**src/rtl/spi_slave_sync.sv**
```systemverilog
// spi_slave_sync: SPI slave oversampled and synchronised into the clk domain (all four SPI modes).
// Ports:
//   clk, rst             fabric clock (>= 8x sclk), asynchronous active-high reset
//   sclk, cs, mosi       raw SPI pins from the master, asynchronous to clk
//   miso                 registered slave-out data
//   rx_data, rx_valid    last complete LEN_IN-bit command word, one-clk update pulse
//   tx_data              LEN_OUT-bit response word, captured on the rx_valid cycle
//   tx_done              one-clk pulse after the master sampled the last response bit
//   frame_err            one-clk pulse when cs rises mid-frame
//   busy                 high while the bit counter is non-zero
module spi_slave_sync #(
    parameter int unsigned LEN_IN  = 16,
    parameter int unsigned LEN_OUT = 16,
    parameter bit          CPOL    = 1'b0,
    parameter bit          CPHA    = 1'b0
) (
    input  logic               clk,
    input  logic               rst,
    input  logic               sclk,
    input  logic               cs,
    input  logic               mosi,
    output logic               miso,
    output logic [LEN_IN-1:0]  rx_data,
    output logic               rx_valid,
    input  logic [LEN_OUT-1:0] tx_data,
    output logic               tx_done,
    output logic               frame_err,
    output logic               busy
);
    localparam int unsigned   CW       = $clog2(LEN_IN + LEN_OUT + 1);
    localparam logic [CW-1:0] RX_LAST  = CW'(LEN_IN - 1);
    localparam logic [CW-1:0] TX_FIRST = CW'(LEN_IN);
    localparam logic [CW-1:0] TX_LAST  = CW'(LEN_IN + LEN_OUT - 1);

    typedef enum logic [1:0] {IDLE, RX, TX} state_t;

    logic               sclk_s1_q, sclk_s2_q, sclk_p_q;
    logic               cs_s1_q, cs_s2_q, cs_p_q;
    logic               mosi_s1_q, mosi_s2_q;
    logic [CW-1:0]      cnt_q, cnt_d;
    logic [LEN_IN-1:0]  rx_shift_q, rx_shift_d, rx_data_q, rx_data_d;
    logic [LEN_OUT-1:0] tx_shift_q, tx_shift_d;
    logic               miso_q, miso_d;
    logic               rx_valid_q, rx_valid_d, tx_done_q, tx_done_d, frame_err_q, frame_err_d;
    logic               rise, fall, lead, trail, sample, drive, cs_rise;
    logic [LEN_IN:0]    rx_ext;
    state_t             state;

    assign rise    = sclk_s2_q & ~sclk_p_q;
    assign fall    = ~sclk_s2_q & sclk_p_q;
    assign lead    = CPOL ? fall : rise;
    assign trail   = CPOL ? rise : fall;
    // sclk edges only count while the synchronised select is low
    assign sample  = ~cs_s2_q & (CPHA ? trail : lead);
    assign drive   = ~cs_s2_q & (CPHA ? lead : trail);
    assign cs_rise = cs_s2_q & ~cs_p_q;
    // one spare bit on the left makes the shift work for LEN_IN = 1 too
    assign rx_ext  = {rx_shift_q, mosi_s2_q};

    always_comb begin
        state       = (cs_s2_q || cnt_q == '0) ? IDLE : (cnt_q < TX_FIRST ? RX : TX);
        cnt_d       = cnt_q;
        rx_shift_d  = rx_shift_q;
        rx_data_d   = rx_data_q;
        rx_valid_d  = 1'b0;
        tx_done_d   = 1'b0;
        frame_err_d = 1'b0;
        // an abort beats a coincident sample edge; the edge is dropped
        if (cs_rise && cnt_q != '0) begin
            cnt_d       = '0;
            frame_err_d = 1'b1;
        end else if (sample) begin
            cnt_d      = (cnt_q == TX_LAST) ? '0 : cnt_q + 1'b1;
            rx_shift_d = (cnt_q < TX_FIRST) ? rx_ext[LEN_IN-1:0] : rx_shift_q;
            rx_data_d  = (cnt_q == RX_LAST) ? rx_ext[LEN_IN-1:0] : rx_data_q;
            rx_valid_d = (cnt_q == RX_LAST);
            tx_done_d  = (cnt_q == TX_LAST);
        end
        // the response word is latched the cycle rx_valid is presented
        tx_shift_d = rx_valid_q ? tx_data : tx_shift_q;
        miso_d     = miso_q;
        if (state == IDLE) begin
            miso_d = 1'b0;
        end else if (drive && state == TX) begin
            miso_d     = tx_shift_q[LEN_OUT-1];
            tx_shift_d = tx_shift_q << 1;
        end
    end

    always_ff @(posedge clk or posedge rst) begin
        if (rst) begin
            sclk_s1_q   <= CPOL;
            sclk_s2_q   <= CPOL;
            sclk_p_q    <= CPOL;
            cs_s1_q     <= 1'b1;
            cs_s2_q     <= 1'b1;
            cs_p_q      <= 1'b1;
            mosi_s1_q   <= 1'b0;
            mosi_s2_q   <= 1'b0;
            cnt_q       <= '0;
            rx_shift_q  <= '0;
            rx_data_q   <= '0;
            tx_shift_q  <= '0;
            miso_q      <= 1'b0;
            rx_valid_q  <= 1'b0;
            tx_done_q   <= 1'b0;
            frame_err_q <= 1'b0;
        end else begin
            sclk_s1_q   <= sclk;
            sclk_s2_q   <= sclk_s1_q;
            sclk_p_q    <= sclk_s2_q;
            cs_s1_q     <= cs;
            cs_s2_q     <= cs_s1_q;
            cs_p_q      <= cs_s2_q;
            mosi_s1_q   <= mosi;
            mosi_s2_q   <= mosi_s1_q;
            cnt_q       <= cnt_d;
            rx_shift_q  <= rx_shift_d;
            rx_data_q   <= rx_data_d;
            tx_shift_q  <= tx_shift_d;
            miso_q      <= miso_d;
            rx_valid_q  <= rx_valid_d;
            tx_done_q   <= tx_done_d;
            frame_err_q <= frame_err_d;
        end
    end

    assign miso      = miso_q;
    assign rx_data   = rx_data_q;
    assign rx_valid  = rx_valid_q;
    assign tx_done   = tx_done_q;
    assign frame_err = frame_err_q;
    assign busy      = (cnt_q != '0);
endmodule
```
**config.mk**
```make
export PLATFORM = sky130hd
export DESIGN_NAME = spi_slave_sync
export DESIGN_NICKNAME = d
export VERILOG_FILES = /design/src/rtl/spi_slave_sync.sv
export SDC_FILE = /design/constraint.sdc
export NUM_CORES = 1
export LEC_CHECK = 0
export BUFFER_PORTS_ARGS = -buffer_cell sky130_fd_sc_hd__buf_2
export CELL_PAD_IN_SITES_DETAIL_PLACEMENT = 0
export CELL_PAD_IN_SITES_GLOBAL_PLACEMENT = 1
export CORE_ASPECT_RATIO = 0.75
export CORE_MARGIN = 2
export CORE_UTILIZATION = 40
export CTS_CLUSTER_DIAMETER = 150
export DETAILED_ROUTE_END_ITERATION = 10
export PLACE_DENSITY = 0.75
export SKIP_CTS_REPAIR_TIMING = 1
export SLEW_MARGIN = 20
export SYNTH_ARGS = -nofsm -noshare
export SYNTH_HDL_FRONTEND = slang
export SYNTH_SLANG_ARGS = --single-unit
```
**constraint.sdc**
```tcl
create_clock -name clk -period 2.31 [get_ports clk]
set_input_delay 0.462 -clock clk [delete_from_list [all_inputs] [get_ports clk]]
set_output_delay 0.462 -clock clk [all_outputs]
set_load 0.05 [all_outputs]
```
==> results by group <==
Status
  • Outcome: finished, final reports clean

Global route
  • Via count of the first global-routing pass: approximately 1.6k
  • Grt ovf: 0
  • Initial antenna violation count: 0
  • Overall routing resource usage: roughly an eighth
  • First-pass GRT wire length: 7470 um
  • Largest net degree at the start of global routing: 44

Drt
  • Routed wl met2: ~1900 um
  • DRC: 0
  • First DRT Iteration DRCs: 84
  • Routed wl met3: around 300 um
  • Routed WL per cell: around 14 um
  • Antenna Nets Post-Route: 0
  • DR vias/cell: just under 5
  • M1 wire length: 2210 um
  • Final WL: about 4500 um
  • Total iterations of the first detailed-routing run: 5
  • Top routing layer used: met4
  • Vias: 1600

Timing
  • Tcrit/Tclk final: between 80% and 90%
  • Min Tclk post-route: about 2000 ps
  • FMAX: 503 MHz
  • Slew HR: 53.8%
  • Pins Over Slew Limit: 0
  • TNS Setup: 0 ps
  • Final hold violations: 0
  • Post-Route Skew: 8.43 ps
  • Final Setup Violations: 0
  • Worst Max-Slew Pin Slew: 691 ps
  • RSZ-0062 raised after global routing: no

Place
  • DP Wirelength: between 3000 and 4000 um
  • I/O Buffers: just over 40
  • Gpl congestion: around 0.8

Die
  • Die Ht: ~76 um
  • IO Pins: 42
  • CORE AREA: about 6700 um2
  • Total die area: approximately 7500 um2
  • Starting Density: between 40% and 50%
  • Die X: 99.4 um
  • Cell Rows: 26

Power
  • Peak VDD IR: between 0.0004 and 0.0005 V
  • Pwr dens: slightly above 800 nW/um2
  • Leak pwr: 0.00168 uW
  • Total power: about 2600 uW

Clocking
  • CTS clk-pin slew, worst paths: 70 ps
  • CTS max path bufs: 2
  • Num Clock Sinks: 65
  • Root Buffer: clkbuf_8
  • Num CTS Buffers: 9
  • CTS tree: yes
  • Worst-Skew Late Latency: between 300 and 400 ps
  • Htree depth: 3

Yosys
  • Post-Syn Area: 2730 um2
  • Post-synthesis sequential area ratio: ~60%
  • Post-synthesis cell type count: 31
  • Synth top area cells: dfrtp_1, mux2_2, mux2_4, dfstp_2, nand3_1
  • Area leader, netlist: dfrtp_1
  • Top FF cell, synth: dfrtp_1
  • Post-synthesis async set-or-reset flop share: 100%
  • FF+latch count, synth: 65
  • Synthesis Warnings: 0
  • Post-synth EDFFs: 0
  • Mean post-synth cell area: about 15 um2
  • Syn nets: around 210
  • Synth Instances: between 150 and 200
  • Share of the synthesized area in the top cell type: 56.8%

Setup path
  • CP Capture Type: output pin
  • Worst EP required: 1850 ps
  • CP max FO: 7
  • Crit Path Class: reg -> out
  • Crit path arrival time: 1520 ps
  • Startpoint types: flop

Final layout
  • Commonest non-fill, non-tap cell in the layout: dfrtp_1
  • Footprint of the multi-input gates: 1030 um2
  • Layout Nets: 258
  • Diodes inserted: 0
  • Filler instances: 600
  • Register area: 1630 um2
  • Most frequent cells in the layout: dfrtp_1, mux2_2, buf_2
  • Area Growth Syn to Fin: 19.0%
  • Layout cells sized above 1: between 50% and 60%

Flow run
  • Max cap viols: 0

Worst hold path
  • Hold Path Class: in -> async
## per-layer routing
metal / track usage [%] / vias up
li1: - / 760
met1: 17.4 / 790
met2: 18.9 / 42
met3: 6.51 / 8
met4: 4.57 / 0
met5: 0 / -
## path summary, 6_finish.rpt
path                       cells past startpoint  slack [ps]       from       endpoint
min                                            2         140        rst  rx_shift_q[9]
max reg2reg                                    4         350   cnt_q[0]       cnt_q[5]
max                                            4         320   cnt_q[4]           busy
min reg2reg                                    0         350  sclk_s1_q      sclk_s2_q
max in group asynchronous                      3        1520        rst         cs_p_q
min in group clk                               1         220       mosi      mosi_s1_q
## cell type report
type | count | area share, %
flip-flops and latches | 65 | 50.2
multi-input cells | 107 | 31.7
repair buffers | 47 | 8.08
clock buffers | 10 | 4.23
well taps | 84 | 3.23
clock inverters | 6 | 2.04
inverters | 5 | 0.577
## stage by stage
step / setup WS, ps / cells / hold slack (ps) / utilization [%] / area [um2]
6_report: 324 / 324 / 140 / 48.5 / 3250
4_1_cts: 279 / 324 / 137 / 48.4 / 3240
2_1_floorplan: 170 / 185 / 331 / - / 2730
3_3_place_gp: 345 / 308 / 332 / 45.4 / 3040
5_1_grt: 215 / 324 / 162 / 48.5 / 3250
3_5_place_dp: 276 / 308 / 338 / 45.4 / 3040
## flip-flops by register name, indices dropped and copies added, names as in the netlist
register,cells
mosi_s2_q,1
cnt_q,6
frame_err,1
sclk_s2_q,1
tx_done,1
miso,1
sclk_p_q,1
cs_p_q,1
cs_s1_q,1
cs_s2_q,1
rx_data,16
rx_valid,1
mosi_s1_q,1
tx_shift_q,16
rx_shift_q,15
sclk_s1_q,1
## power breakdown
part	internal, uW	switching (uW)	total [uW]
Clock	531	439	970
Sequential	1250	88.8	1330
Combinational	144	200	344
Total	1920	729	2650
## cells by family (layout without fill, tap and decap cells)
kind of cell	Yosys count	in the layout	share of synthesized area, %
buffers and inverters	13	68	3.02
AOI/OAI and AO/OA	13	13	2.98
DFF	65	65	59.7
and+or+nand+nor	29	29	6.28
muxes	63	63	27.1
adders and majority gates	2	2	0.916
## cell usage after synthesis (all sizes together) (3+ instances only)
cell	count
a21oi	3
buf	5
clkbuf	3
dfrtp	62
dfstp	3
inv	5
mux2	61
nand2	5
nand2b	3
nand3	7
nor2	3
o21ai	3
## critical path, cell delays in order, from the launching register on
cell and delay (ps):
dfrtp_1 420, nor2_1 260, buf_4 200, nand3_1 90, buf_2 220
Power figures use the tool's default switching activity.
